File: config.mk
export PLATFORM = sky130hd
export DESIGN_NAME = shr_seq_flat
export DESIGN_NICKNAME = d
export VERILOG_FILES = /design/src/rtl/shr_seq_if.sv /design/src/rtl/shr_seq.sv /design/src/flat_wrapper.sv
export SDC_FILE = /design/constraint.sdc
export NUM_CORES = 1
export LEC_CHECK = 0
export ABC_AREA = 1
export CORE_ASPECT_RATIO = 0.7
export CORE_MARGIN = 2
export CORE_UTILIZATION = 40
export DETAILED_ROUTE_END_ITERATION = 6
export MAX_ROUTING_LAYER = met4
export PLACE_DENSITY_LB_ADDON = 0.08
export REMOVE_ABC_BUFFERS = 1
export SETUP_SLACK_MARGIN = 0.1
export SLEW_MARGIN = 20
export SYNTH_ARGS = -nofsm -noshare
export SYNTH_HDL_FRONTEND = slang
export SYNTH_SLANG_ARGS = --single-unit
File: constraint.sdc
create_clock -name in_clk -period 2.2 [get_ports in_clk]
set_input_delay 0.33 -clock in_clk [delete_from_list [all_inputs] [get_ports in_clk]]
set_output_delay 0.33 -clock in_clk [all_outputs]
set_load 0.02 [all_outputs]
File: src/rtl/shr_seq_if.sv
// rtl/shr_seq_if.sv - handshake and data bundle for the sign-magnitude right shifter
interface shr_seq_if #(
  parameter int N = 8
);
  logic         in_start;
  logic [N-1:0] in_a;
  logic [N-1:0] in_b;
  logic [N-1:0] o_out;
  logic         o_busy;
  logic         o_valid;
  logic         o_ERR;
  logic         o_lost;

  modport master (
    output in_start, in_a, in_b,
    input  o_out, o_busy, o_valid, o_ERR, o_lost
  );

  modport slave (
    input  in_start, in_a, in_b,
    output o_out, o_busy, o_valid, o_ERR, o_lost
  );
endinterface

File: src/rtl/shr_seq.sv
// rtl/shr_seq.sv - sequential sign-magnitude right shifter, one bit per cycle
module shr_seq #(
  parameter int N = 8
) (
  input  logic     in_clk,
  input  logic     in_rst,
  shr_seq_if.slave bus
);

  localparam int CW = $clog2(N);
  localparam logic [N-2:0] LP_MAX = (N-1)'(N - 1);

  typedef enum logic [1:0] {
    S_IDLE,
    S_SHIFT,
    S_DONE
  } state_t;

  state_t        r_state;
  logic [N-2:0]  r_mag;
  logic          r_sign;
  logic [CW-1:0] r_cnt;
  logic          r_lost;
  logic          r_err;

  state_t        w_state_n;
  logic [N-2:0]  w_mag_n;
  logic          w_sign_n;
  logic [CW-1:0] w_cnt_n;
  logic          w_lost_n;
  logic          w_err_n;
  logic [N-2:0]  w_shr;
  logic [CW-1:0] w_k;

  // Distances of N-1 or more clear the whole magnitude, so cap the iteration count there.
  assign w_k = (bus.in_b[N-2:0] >= LP_MAX) ? CW'(N - 1) : bus.in_b[CW-1:0];

  assign bus.o_out   = {r_sign, r_mag};
  assign bus.o_busy  = (r_state == S_SHIFT);
  assign bus.o_valid = (r_state == S_DONE);
  assign bus.o_ERR   = r_err;
  assign bus.o_lost  = r_lost;

  // Register the FSM state and the datapath; reset wins over any start.
  always_ff @(posedge in_clk) begin
    if (in_rst) begin
      r_state <= S_IDLE;
      r_mag   <= '0;
      r_sign  <= 1'b0;
      r_cnt   <= '0;
      r_lost  <= 1'b0;
      r_err   <= 1'b0;
    end else begin
      r_state <= w_state_n;
      r_mag   <= w_mag_n;
      r_sign  <= w_sign_n;
      r_cnt   <= w_cnt_n;
      r_lost  <= w_lost_n;
      r_err   <= w_err_n;
    end
  end

  // Next-state and datapath update: capture on start, shift one bit per SHIFT cycle.
  always_comb begin
    w_state_n = r_state;
    w_mag_n   = r_mag;
    w_sign_n  = r_sign;
    w_cnt_n   = r_cnt;
    w_lost_n  = r_lost;
    w_err_n   = r_err;
    w_shr     = r_mag >> 1;

    case (r_state)
      S_IDLE, S_DONE: begin
        if (r_state == S_DONE) begin
          w_state_n = S_IDLE;
        end
        if (bus.in_start) begin
          w_lost_n = 1'b0;
          w_err_n  = 1'b0;
          if (bus.in_b[N-1]) begin
            // Negative distance: report the error with a zero result and skip shifting.
            w_err_n   = 1'b1;
            w_mag_n   = '0;
            w_sign_n  = 1'b0;
            w_cnt_n   = '0;
            w_state_n = S_DONE;
          end else begin
            w_mag_n = bus.in_a[N-2:0];
            w_cnt_n = w_k;
            if (w_k == '0) begin
              // Going straight to DONE: a zero magnitude must not keep a negative sign.
              w_sign_n  = bus.in_a[N-1] & (|bus.in_a[N-2:0]);
              w_state_n = S_DONE;
            end else begin
              w_sign_n  = bus.in_a[N-1];
              w_state_n = S_SHIFT;
            end
          end
        end
      end
      S_SHIFT: begin
        w_mag_n  = w_shr;
        w_lost_n = r_lost | r_mag[0];
        w_cnt_n  = r_cnt - CW'(1);
        if (r_cnt == CW'(1)) begin
          w_sign_n  = r_sign & (|w_shr);
          w_state_n = S_DONE;
        end
      end
      default: begin
        w_state_n = S_IDLE;
      end
    endcase
  end

endmodule
File: src/flat_wrapper.sv
// flat-port wrapper written by rule: the top's interface ports become plain ports
module shr_seq_flat 
#(
  parameter int N = 8
)
  (in_clk, in_rst, bus_in_start, bus_in_a, bus_in_b, bus_o_out, bus_o_busy, bus_o_valid, bus_o_ERR, bus_o_lost);
  shr_seq_if #(.N(N)) bus_i ();
  input  logic in_clk;
  input  logic in_rst;
  input wire logic [$bits(bus_i.in_start)-1:0] bus_in_start;
  input wire logic [$bits(bus_i.in_a)-1:0] bus_in_a;
  input wire logic [$bits(bus_i.in_b)-1:0] bus_in_b;
  output wire logic [$bits(bus_i.o_out)-1:0] bus_o_out;
  output wire logic [$bits(bus_i.o_busy)-1:0] bus_o_busy;
  output wire logic [$bits(bus_i.o_valid)-1:0] bus_o_valid;
  output wire logic [$bits(bus_i.o_ERR)-1:0] bus_o_ERR;
  output wire logic [$bits(bus_i.o_lost)-1:0] bus_o_lost;
  assign bus_i.in_start = bus_in_start;
  assign bus_i.in_a = bus_in_a;
  assign bus_i.in_b = bus_in_b;
  assign bus_o_out = bus_i.o_out;
  assign bus_o_busy = bus_i.o_busy;
  assign bus_o_valid = bus_i.o_valid;
  assign bus_o_ERR = bus_i.o_ERR;
  assign bus_o_lost = bus_i.o_lost;
  shr_seq #(.N(N)) u_core (.in_clk(in_clk), .in_rst(in_rst), .bus(bus_i));
endmodule
## Word level (Yosys, flattened, before mapping)

Cells that the tools add are included.

| operators by class | value |
|---|---|
| order comparisons | 1 |
| $add $sub $neg | 1 |
| equal/unequal tests | 6 |
| bitwise operators | 3 |
| reductions and logical operators | 10 |
| muxes and demuxes | 21 |

Operator list:

| kind | count |
|---|---|
| 2-to-1 mux 7 bit | 2 |
| case mux 7 bit (2 select lines) | 1 |
| 2-to-1 mux 2 bit | 5 |
| 2-to-1 mux 3 bit | 3 |
| >= comparator 7 x 3 -> 1 bit, second input constant | 1 |
| OR reduction 7 bit | 1 |
| 2-to-1 mux 1 bit | 6 |
| case mux 3 bit (2 select lines) | 1 |
| AND reduction 2 bit | 3 |
| OR reduction 6 bit | 1 |
| case mux 1 bit (2 select lines) | 2 |
| case mux 2 bit (2 select lines) | 1 |
| equality test 3 x 1 -> 1 bit, second input constant | 1 |
| logical NOT 3 bit | 1 |
| != test 3 bit, second input constant | 1 |
| AND reduction 3 bit | 1 |
| subtractor 3 x 1 -> 3 bit, second input constant | 1 |
| AND 1 bit | 2 |
| equality test 2 x 1 -> 1 bit, second input constant | 1 |
| equality test 2 bit, second input constant | 1 |
| logical NOT 2 bit | 1 |
| != test 2 x 1 -> 1 bit, second input constant | 1 |
| != test 2 bit, second input constant | 1 |
| nonzero test 2 bit | 1 |
| other kinds (2) | 2 |

| storage, ports and cells | value |
|---|---|
| input port bits | 19 |
| logic and storage cells | 48 |
| output and inout port bits | 12 |
| flip-flop bits (word level) | 15 |

## Depth between registers and ports, before layout

Gate-level depths: netlist (run 1).

| logic depth | value |
|---|---|
| word-level depth | 7 |
| gate-level depth with buffers | 9 |
| gate-level depth less buffers | 9 |

## Least setup slack after synthesis (run 1)

OpenSTA, ideal clock, no wires.

| timing | value |
|---|---|
| path type | reg2reg |
| from | register u_core.r_cnt[0] |
| to | register u_core.r_cnt[1] |
| cell stages (with the launch flop) | 5 |
| setup slack | 1.129 ns |
| arrival | 0.996 ns |
| setup time | 0.074 ns |
| buffers on the path | 0 |
| path through | dfxtp_1 > inv_1 > ha_1 > or2_1 > a31oi_1 |

| between the ends | value |
|---|---|
| longest elaborated chain between the ends | 2 |

Ends and longest elaborated chain:

| what | line | text |
|---|---|---|
| from (decl) | shr_seq.sv:22 | `logic [CW-1:0] r_cnt;` |
| from (signal assigned) | shr_seq.sv:57 | `r_cnt <= w_cnt_n;` |
| subtractor 3 x 1 -> 3 bit | shr_seq.sv:105 | `w_cnt_n = r_cnt - CW'(1);` |
| case mux 3 bit (2 select lines) | shr_seq.sv:73 | `case (r_state)` |

No other way between the ends.
A chain may end at the register's enable or synchronous reset.

## Final worst setup path (run 1)

| timing | value |
|---|---|
| from | register u_core.r_state[0] |
| to | output port bus_o_busy |

| between the ends | value |
|---|---|
| longest elaborated chain between the ends | 1 |

Ends and longest elaborated chain:

| what | line | text |
|---|---|---|
| from (decl) | shr_seq.sv:19 | `state_t r_state;` |
| from (signal assigned) | shr_seq.sv:54 | `r_state <= w_state_n;` |
| equality test 2 x 1 -> 1 bit | shr_seq.sv:39 | `assign bus.o_busy = (r_state == S_SHIFT);` |
| to (decl) | flat_wrapper.sv:14 | `output wire logic [$bits(bus_i.o_busy)-1:0] bus_o_busy;` |

No other way between the ends.

==> results of run 1 <==
==> worst min path at each step <==
stage	cells past startpoint	endpoint
detailed placement	2	u_core.r_sign$_SDFFE_PP0P_
CTS	2	u_core.r_sign$_SDFFE_PP0P_
global placement	2	u_core.r_sign$_SDFFE_PP0P_
finish	2	u_core.r_sign$_SDFFE_PP0P_
floorplan	1	u_core.bus.o_lost$_SDFFE_PP0P_
global route	2	u_core.r_sign$_SDFFE_PP0P_
==> worst max-delay path, cell delays in order, from the launching register on <==
cell and delay (ns):
sky130_fd_sc_hd__dfxtp_1 0.41, sky130_fd_sc_hd__inv_2 0.09, sky130_fd_sc_hd__nor2_4 0.14, sky130_fd_sc_hd__clkdlybuf4s50_1 0.61
==> sequential cells by signal (all words and copies together) (netlist names) <==
register           cells
u_core.bus.o_ERR       1
u_core.r_sign          1
u_core.r_mag           7
u_core.r_state         2
u_core.bus.o_lost      1
u_core.r_cnt           3
==> layout make-up <==
class	count	area (um^2)	share of cell area, %
clock buffers	3	22.52	1.942
well taps	22	27.53	2.373
repair buffers	33	322.8	27.83
flip-flops and latches	15	300.3	25.89
clock inverters	1	5.005	0.4315
multi-input cells	91	425.4	36.68
inverters	15	56.30	4.854
==> kinds of logic (layout without fill, tap and decap cells) <==
group           after synthesis  in the layout  synth area share (%)
simple gates                 74             74                 39.32
buf+inv                      19             52                 10.22
compound gates               15             15                 10.22
flops                        15             15                 37.15
fa+ha+maj                     2              2                 3.095
==> Yosys cell counts <==
library cell / count / area share, %
sky130_fd_sc_hd__o21ai_0: 2 / 1.2
sky130_fd_sc_hd__dfxtp_1: 15 / 37
sky130_fd_sc_hd__ha_1: 2 / 3.1
sky130_fd_sc_hd__inv_2: 4 / 1.9
sky130_fd_sc_hd__or2_1: 1 / 0.77
sky130_fd_sc_hd__a31oi_1: 4 / 3.1
sky130_fd_sc_hd__nor3_1: 3 / 1.9
sky130_fd_sc_hd__o211ai_1: 1 / 0.93
sky130_fd_sc_hd__buf_4: 3 / 2.8
sky130_fd_sc_hd__nor2_1: 13 / 6.0
sky130_fd_sc_hd__nand3b_1: 1 / 0.93
sky130_fd_sc_hd__inv_1: 11 / 5.1
sky130_fd_sc_hd__nor2_2: 1 / 0.77
sky130_fd_sc_hd__a21oi_1: 6 / 3.7
sky130_fd_sc_hd__nand2_1: 42 / 20
sky130_fd_sc_hd__o21ai_1: 2 / 1.2
sky130_fd_sc_hd__or2_2: 1 / 0.77
sky130_fd_sc_hd__nand2_2: 3 / 2.3
sky130_fd_sc_hd__nor2_4: 1 / 1.4
sky130_fd_sc_hd__nand3_1: 8 / 5.0
sky130_fd_sc_hd__clkbuf_1: 1 / 0.46
==> per-layer routing <==
metal,GRT usage (%),up-vias
met5,-,-
met4,1.860,0
met3,7.165,2
met2,27.27,40
met1,27.36,378
li1,-,458
==> power groups by stage <==
stage          Combinational, mW  Sequential (mW)  Clock, mW
6_report                   0.174            0.304      0.162
3_3_place_gp               0.164            0.309          0
5_1_grt                    0.191            0.307      0.186
4_1_cts                    0.166            0.304      0.167
2_1_floorplan             0.0765            0.318          0
3_5_place_dp               0.165            0.310          0
==> cells in the final DEF, fill, tap and decap left out, drive strengths merged <==
cell / Yosys / layout
a21oi: 6 / 6
a31oi: 4 / 4
buf: 3 / 3
clkbuf: 1 / 3
clkdlybuf4s50: 0 / 30
clkinv: 0 / 1
dfxtp: 15 / 15
ha: 2 / 2
inv: 15 / 15
nand2: 45 / 45
nand3: 8 / 8
nand3b: 1 / 1
nor2: 15 / 15
nor3: 3 / 3
o211ai: 1 / 1
o21ai: 4 / 4
or2: 2 / 2
==> per-stage QoR <==
stage / setup WS (ns) / cells / area, um^2
after floorplan: 1.002 / 121 / 782.0
after global placement: 0.5152 / 173 / 1110
after detailed placement: 0.4825 / 173 / 1110
after CTS: 0.1448 / 177 / 1137
after global routing: 0.2326 / 180 / 1160
final: 0.3335 / 180 / 1160
==> repair_timing <==
item | in CTS | in global routing
buffers inserted | 0 | 3
resized for setup | 0 | 0
setup endpoints to repair | 0 | 1
==> metrics, run 1 <==
Syn Inst Count 125; half-perimeter wire length of the detailed placement result ~1600 um; gp weighted congestion ~0.86; Top-Level Pins 31; clock-pin slew of the registers on the worst-case setup and hold paths ~0.10 ns; met2 wirelength from detailed routing 871 um; synthesized area per cell 6.466 um^2; number of flip-flops and latches in the synthesized netlist 15; Synth-to-Final Area Change 43.50%; vias per cell 4.878; fraction of layout cells with a size suffix above 1 between 10% and 20%; clock network fraction of design power around 25%; y dimension of the die 41.61 um; count of endpoints failing setup in the final report 0; first-pass GRT wire length roughly 3500 um; antenna violations before repair 0; detailed-route wire length per cell between 10 and 15 um; Max-Cap Viols 0; all-layer global routing usage 19.33%; Power, Total around 0.64 mW; switching share of total power between 30% and 40%; area of the die between 2000 and 2500 um^2; CTS HTree Levels 1; sum of overflow across all layers after global routing 0; switching component of the power just under 0.2 mW; pin count of the biggest net entering global routing 14; Worst Setup Path Type reg -> out; count of final max-slew check failures 0; setup tns final 0 ns; floorplan die width roughly 58 um; transition time of the tightest slew-check pin ~0.43 ns; unrepaired setup endpoints after global routing false; largest fanout of any net on the critical path 4; status complete, no violations; Inserted Clock Buffers 3; vias in the first global route ~760; beginning of the critical path u_core.r_state[0]$_SDFFE_PP0P_; number of antenna diodes 0; Mapped Area between 800 and 900 um^2; number of nets in the layout 180; TritonCTS clock tree done; fin util about three fifths; end point of the critical path bus_o_busy; Setup crit end kind primary output; Fmax approximately 0.54 GHz; worst vdd ir between 0.0005 and 0.0006 V; # rows 13; data arrival time at the worst-slack endpoint 1.54 ns; deepest clock path buffer count 2; number of fill cells about 190; type of element launching the critical path flop; worst hold slack after final layout a little under 0.5 ns; Iteration-0 DRC Markers 48; Port-buffer cells 30; final hold viol count 0; post-route fraction of the period consumed by the critical path a little over four fifths; R2R cell count 9; worst reg2reg endpoint u_core.r_sign$_SDFFE_PP0P_; Detail Route met3 WL ~220 um; worst slew slack as a fraction of its limit between 70% and 80%; DRT Wirelength 2104 um; setup slack of the worst register-to-register path approximately 0.87 ns; shortest clock period the worst path allows after layout between 1.5 and 2 ns; total number of yosys warnings 0; latest clock arrival within the worst-skew pair around 0.29 ns; area of the placeable core approximately 1900 um^2; fraction of power consumed by combinational cells 27.2%; WL met1 slightly above 1000 um; total number of vias between 800 and 900; number of sinks driven by the clock tree 15; top layer used by detailed routing met4; post-route antenna net violation count 0; worst hold start u_core.r_sign$_SDFFE_PP0P_; CP Data Required Time 1.87 ns; Initial Utilization between 40% and 50%; DR DRC count 0; Seq/Total Area, Yosys between 30% and 40%; power per unit of standard cell area between 500 and 600 nW/um^2; worst reg2reg path startpoint u_core.r_state[0]$_SDFFE_PP0P_; Final Skew around 0.0090 ns; Seq pwr share around 48%; Post-CTS Hold Buffers 0; Tightest Hold Check Type reg -> reg; Static Leak 0.4932 nW; distinct cell type count of the synthesized netlist 21; cell chosen for the clock root sky130_fd_sc_hd__clkbuf_4; cell-internal power 0.4407 mW; Initial DRT Pass Iterations 4
Note: power is estimated with default switching activity, not from simulation.
==> inputs of run 2 (changes only) <==
--- a/config.mk
+++ b/config.mk
@@ -8,7 +8,7 @@
 export ABC_AREA = 1
 export CORE_ASPECT_RATIO = 0.7
 export CORE_MARGIN = 2
-export CORE_UTILIZATION = 40
+export CORE_UTILIZATION = 38
 export DETAILED_ROUTE_END_ITERATION = 6
 export MAX_ROUTING_LAYER = met4
 export PLACE_DENSITY_LB_ADDON = 0.08
==> constraint.sdc (replaced) <==
create_clock -name in_clk -period 1.6 [get_ports in_clk]
set_input_delay 0.24 -clock in_clk [delete_from_list [all_inputs] [get_ports in_clk]]
set_output_delay 0.24 -clock in_clk [all_outputs]
set_load 0.02 [all_outputs]
==> run 2 against run 1 <==
  * Critical path depth down 2
  * Register-to-register slack worse by 0.52 ns
  * Power increased by 35%
  * First-iteration DRC count fell by 13%
  * Routed wire length down 2.6%
  * Utilization shrank 1.7 points
  * Setup slack worse by 0.19 ns
  * Critical endpoint is now bus_o_ERR
  * Largest cell class unchanged
==> metrics, run 2 (same netlist as run 1, synthesis figures left out) <==
status complete, no violations; data arrival time at the worst-slack endpoint roughly 1.2 ns; worst vdd ir 0.0004966 V; Static Leak roughly 0.56 nW; CP Data Required Time approximately 1.4 ns; gp weighted congestion 0.8272; flip-flop count of the largest register, all copies and words added 7; TritonCTS clock tree done; DRT Wirelength approximately 2000 um; half-perimeter wire length of the detailed placement result 1651 um; shortest clock period the worst path allows after layout ~1.5 ns; # rows 13; y dimension of the die 42.59 um; CTS HTree Levels 1; fin util between 50% and 60%; cell chosen for the clock root sky130_fd_sc_hd__clkbuf_4; largest fanout of any net on the critical path 2; DR DRC count 0; worst slew slack as a fraction of its limit a little over four fifths; Synth-to-Final Area Change 43.03%; CP bufs+invs 1; Tightest Hold Check Type reg -> reg; fraction of layout cells with a size suffix above 1 between 10% and 20%; crit-path cells clkdlybuf4s50_1; Setup crit end kind primary output; Initial DRT Pass Iterations 4; type of element launching the critical path flop; area of the placeable core 1936 um^2; post-route antenna net violation count 0; total number of vias between 800 and 900; Inserted Clock Buffers 3; clock-pin slew of the registers on the worst-case setup and hold paths 0.09 ns; worst hold start u_core.r_sign$_SDFFE_PP0P_; count of final max-slew check failures 0; number of nets in the layout approximately 180; Top Registers u_core.r_mag (7), u_core.r_cnt (3), u_core.r_state (2); final hold viol count 0; post-route fraction of the period consumed by the critical path between 90% and 100%; number of sinks driven by the clock tree 15; Max-Cap Viols 0; area of the die 2518 um^2; Worst Setup Path Type reg -> out; Post-CTS Hold Buffers 0; most common cell after layout, fill and taps aside sky130_fd_sc_hd__nand2_1; sum of overflow across all layers after global routing 0; commonest cells after routing, fill and taps aside 42 x sky130_fd_sc_hd__nand2_1, 19 x sky130_fd_sc_hd__clkdlybuf4s50_1, 15 x sky130_fd_sc_hd__dfxtp_1, 13 x sky130_fd_sc_hd__nor2_1, 11 x sky130_fd_sc_hd__inv_1; Initial Utilization about two fifths; largest incremental delay on the critical path ~0.60 ns; detailed-route wire length per cell about 11 um; Top-Level Pins 31; floorplan die width 59.13 um; Port-buffer cells 30; worst reg2reg path startpoint u_core.r_state[1]$_SDFFE_PP0P_; antenna violations before repair 0; unrepaired setup endpoints after global routing false; latest clock arrival within the worst-skew pair a little under 0.3 ns; worst-path cell with the longest stage delay sky130_fd_sc_hd__clkdlybuf4s50_1; pin count of the biggest net entering global routing 13; number of antenna diodes 0; vias in the first global route between 700 and 800; vias per cell slightly below 5; first-pass GRT wire length between 3000 and 4000 um; count of endpoints failing setup in the final report 0; largest delay contributor family on the critical path buffers and inverters; transition time of the tightest slew-check pin roughly 0.24 ns; number of fill cells 182; deepest clock path buffer count 2; beginning of the critical path u_core.bus.o_ERR$_SDFFE_PP0P_; Fmax 0.6845 GHz; setup tns final 0 ns; all-layer global routing usage between 10% and 20%; Final Skew between 0.005 and 0.006 ns; worst hold slack after final layout approximately 0.48 ns; most flop-heavy register u_core.r_mag; Iteration-0 DRC Markers 42; power per unit of standard cell area between 700 and 800 nW/um^2
[run 2: path summary, 6_finish.rpt]
kind                             endpoint  slack, ns  cells after the start
min reg2reg    u_core.r_sign$_SDFFE_PP0P_       0.48                      2
max reg2reg  u_core.r_cnt[0]$_SDFFE_PP0P_       0.35                      6
max                             bus_o_ERR       0.14                      1
min            u_core.r_sign$_SDFFE_PP0P_       0.48                      2
[run 2: per-layer routing]
metal,routed length (um),up-vias,global-route usage (%)
met3,101,2,6.481
met2,905,19,27.11
li1,-,461,-
met4,8,0,2.727
met5,0,-,-
met1,1034,397,25.93
[run 2: through the flow]
stage	instance area (um^2)	cells	power [mW]	setup slack, ns
2_1_floorplan	782.0	121	0.5426	0.4021
3_3_place_gp	1140	177	0.6596	0.1884
3_5_place_dp	1140	177	0.6640	0.1657
4_1_cts	1154	181	0.8661	0.1229
5_1_grt	1156	181	0.9119	0.1084
6_report	1156	181	0.8656	0.1390
[run 2: where the power goes]
part           total [mW]  internal (mW)  switching (mW)
clock network       0.220         0.0969           0.123
logic               0.229          0.107           0.122
registers           0.417          0.397          0.0196
total               0.866          0.601           0.264
[run 2: final cells by class]
class	instances	area (um^2)	area share (%)
Timing Repair Buffer	34	320.3	27.71
Tap cell	22	27.53	2.381
Multi-Input combinational cell	91	425.4	36.80
Sequential cell	15	300.3	25.97
Clock buffer	4	26.28	2.273
Inverter	15	56.30	4.870
[run 2: timing repair]
item                                    in CTS  in global routing
setup buffers                                0                  0
endpoints found under the setup margin      10                  1
resized for setup                           10                  1
==> inputs of run 3 (changes only) <==
--- a/config.mk
+++ b/config.mk
@@ -5,10 +5,10 @@
 export SDC_FILE = /design/constraint.sdc
 export NUM_CORES = 1
 export LEC_CHECK = 0
-export ABC_AREA = 1
+export ABC_AREA = 0
 export CORE_ASPECT_RATIO = 0.7
-export CORE_MARGIN = 2
-export CORE_UTILIZATION = 38
+export CORE_MARGIN = 3
+export CORE_UTILIZATION = 39
 export DETAILED_ROUTE_END_ITERATION = 6
 export MAX_ROUTING_LAYER = met4
 export PLACE_DENSITY_LB_ADDON = 0.08
==> run 3 against run 2 <==
  * Utilization up 4.8 points
  * Global-route usage rose by 2.5 points
  * Sequential power grew 3%
  * Die area up 9.8%
  * Sequential share of layout area is 2.0 points lower
  * Count of clock-buffer cells in the layout stayed put
  * Routed wire length grew 24%
  * Clock power rose by 3%
  * Non-clock buffer count up 9
  * Design area increased by 8.9%
  * Highest routed layer unchanged
==> metrics, run 3 <==
area of the die between 2000 and 3000 um^2; all-layer global routing usage about a fifth; largest fanout of any net on the critical path 5; Initial Utilization between 40% and 50%; most common cell after layout, fill and taps aside sky130_fd_sc_hd__clkdlybuf4s50_1; status complete, no violations; Setup crit end kind primary output; switching component of the power roughly 0.29 mW; data arrival time at the worst-slack endpoint roughly 1.2 ns; vias in the first global route approximately 880; first-pass GRT wire length ~4100 um; post-route fraction of the period consumed by the critical path between 90 and 100%; Async SR Flop Fraction 0%; CTS HTree Levels 1; half-perimeter wire length of the detailed placement result ~2000 um; worst slew slack as a fraction of its limit approximately 76%; switching share of total power between 30% and 40%; Seq pwr share 46.3%; number of synthesized flops with an enable pin 0; y dimension of the die between 40 and 50 um; Mapped Area 843.3 um^2; deepest clock path buffer count 2; primary flip-flop cell chosen by synthesis mapping sky130_fd_sc_hd__dfxtp_1; count of final max-slew check failures 0; unrepaired setup endpoints after global routing true; number of antenna diodes 0; worst reg2reg endpoint u_core.r_cnt[2]$_SDFFE_PP0P_; Top-Level Pins 31; transition time of the tightest slew-check pin 0.3612 ns; Synth-to-Final Area Change 49.26%; Fmax around 0.68 GHz; Iteration-0 DRC Markers 42; power per unit of standard cell area ~740 nW/um^2; cell chosen for the clock root sky130_fd_sc_hd__clkbuf_4; Inserted Clock Buffers 3; end point of the critical path bus_o_busy; final standard cell count with taps included and fillers excluded between 150 and 200; most flop-heavy register u_core.r_mag; detailed-route wire length per cell 15.54 um; type of element launching the critical path flop; pin count of the biggest net entering global routing 12; TritonCTS clock tree done; DRT Wirelength approximately 2500 um; R2R cell count 5; sum of overflow across all layers after global routing 0; number of nets in the layout about 160; latest clock arrival within the worst-skew pair 0.29 ns; cell-internal power 0.6394 mW; Syn Inst Count 100; Post-CTS Hold Buffers 0; fraction of layout cells with a size suffix above 1 approximately 15%; floorplan die width 61.58 um; Top Registers u_core.r_mag (7), u_core.r_cnt (3), u_core.r_state (2); area share of the largest cell type after synthesis between 30% and 40%; flip-flop count of the largest register, all copies and words added 7; commonest cells after routing, fill and taps aside 18 x sky130_fd_sc_hd__clkdlybuf4s50_1, 14 x sky130_fd_sc_hd__dfxtp_1, 13 x sky130_fd_sc_hd__buf_4; total number of vias 901; gp weighted congestion ~0.84; Tightest Hold Check Type reg -> reg; slack of the critical path around 0.12 ns; setup slack of the worst register-to-register path about 0.29 ns; antenna violations before repair 0; Post-Place Cells 159; Synth top cells by count 15 x sky130_fd_sc_hd__dfxtp_1, 8 x sky130_fd_sc_hd__nor2_1, 8 x sky130_fd_sc_hd__nor3_1; cell types with the largest area share after synthesis sky130_fd_sc_hd__dfxtp_1 36%, sky130_fd_sc_hd__nor4bb_1 7.1%, sky130_fd_sc_hd__a211oi_1 6.2%, sky130_fd_sc_hd__nor3_1 4.7%, sky130_fd_sc_hd__nor2_1 3.6%; Final Skew 0.003964 ns; number of flip-flops and latches in the synthesized netlist 15; beginning of the critical path u_core.r_state[1]$_SDFFE_PP0P_; cell type with the largest total area after synthesis sky130_fd_sc_hd__dfxtp_1; fraction of power consumed by combinational cells about 29%; clock-pin slew of the registers on the worst-case setup and hold paths approximately 0.09 ns; Worst Setup Path Type reg -> out; distinct cell type count of the synthesized netlist 35; synthesized area per cell between 8 and 9 um^2; area of the placeable core approximately 2000 um^2; setup slack at placement -0.04876 ns; Initial DRT Pass Iterations 4; post-CTS setup buffer count 0; worst reg2reg path startpoint u_core.r_state[1]$_SDFFE_PP0P_; vias per cell 5.528; worst vdd ir around 0.0005 V; CP Data Required Time roughly 1.4 ns; DR DRC count 0; Seq/Total Area, Yosys a little over a third; count of endpoints failing setup in the final report 0; # rows 13; shortest clock period the worst path allows after layout ~1.5 ns; Port-buffer cells 30; Max-Cap Viols 0; Static Leak around 0.59 nW; number of sinks driven by the clock tree 15; total number of yosys warnings 0; final hold viol count 0; post-route antenna net violation count 0; most numerous cell in the Yosys netlist sky130_fd_sc_hd__dfxtp_1; clock network fraction of design power approximately a quarter
-- run 3: metrics by stage --
step / setup TNS, ns / cell area, um^2 / hold slack (ns) / power (mW) / utilization (%)
floorplan: 0 / 805.8 / 0.3091 / 0.5613 / -
global placement: -0.03733 / 1231 / 0.4435 / 0.7144 / 63.08
detailed placement: -0.08857 / 1231 / 0.4539 / 0.7218 / 63.08
CTS: 0 / 1247 / 0.4660 / 0.9289 / 63.91
global route: 0 / 1259 / 0.4841 / 0.9858 / 64.49
finish: 0 / 1259 / 0.4585 / 0.9293 / 64.49
-- run 3: critical path, stage by stage (launching register included) --
cell and delay [ns]:
sky130_fd_sc_hd__dfxtp_1 0.36, sky130_fd_sc_hd__nand2b_2 0.20, sky130_fd_sc_hd__inv_2 0.06, sky130_fd_sc_hd__dlygate4sd2_1 0.33
-- run 3: repair_timing --
action                                  CTS  global route
pin swaps                                 0             0
endpoints found under the hold margin     0             0
gates cloned                              0             0
endpoints found under the setup margin    8             5
gates resized for setup                   8             5
-- run 3: kinds of logic after synthesis --
| logic type | share of synthesized area, % |
|---|---|
| compound gates | 20.77 |
| fa+ha+maj | 2.967 |
| buf+inv | 7.121 |
| simple gates | 33.53 |
| flops | 35.61 |
-- run 3: power by group through the flow --
stage               clock network [mW]  logic (mW)  registers, mW
global route                     0.252       0.298          0.436
CTS                              0.225       0.274          0.429
floorplan                            0       0.106          0.456
finish                           0.227       0.273          0.430
detailed placement                   0       0.283          0.439
global placement                     0       0.277          0.438
-- run 3: area by class of cell --
type                            count  area, um^2
Multi-Input combinational cell     73       483.0
Tap cell                           22       27.53
Fill cell                         179       693.2
Sequential cell                    15       301.5
Clock buffer                        4       26.28
Timing Repair Buffer               43       397.9
Inverter                            6       22.52
-- run 3: metal layers --
metal | part of all wire (%) | track usage [%]
met3 | 4.3 | 5.143
met2 | 45 | 31.32
met5 | 0 | -
met1 | 49 | 29.32
met4 | 1.8 | 5.508
-- run 3: worst min-delay path by stage --
stage | start | end | slack [ns] | cells after the start
floorplan | in_rst | u_core.bus.o_ERR$_SDFFE_PP0P_ | 0.31 | 1
global placement | u_core.bus.o_ERR$_SDFFE_PP0P_ | u_core.bus.o_ERR$_SDFFE_PP0P_ | 0.44 | 2
detailed placement | u_core.bus.o_ERR$_SDFFE_PP0P_ | u_core.bus.o_ERR$_SDFFE_PP0P_ | 0.45 | 2
CTS | u_core.bus.o_ERR$_SDFFE_PP0P_ | u_core.bus.o_ERR$_SDFFE_PP0P_ | 0.47 | 2
global route | u_core.bus.o_ERR$_SDFFE_PP0P_ | u_core.bus.o_ERR$_SDFFE_PP0P_ | 0.48 | 2
finish | u_core.bus.o_ERR$_SDFFE_PP0P_ | u_core.bus.o_ERR$_SDFFE_PP0P_ | 0.46 | 2
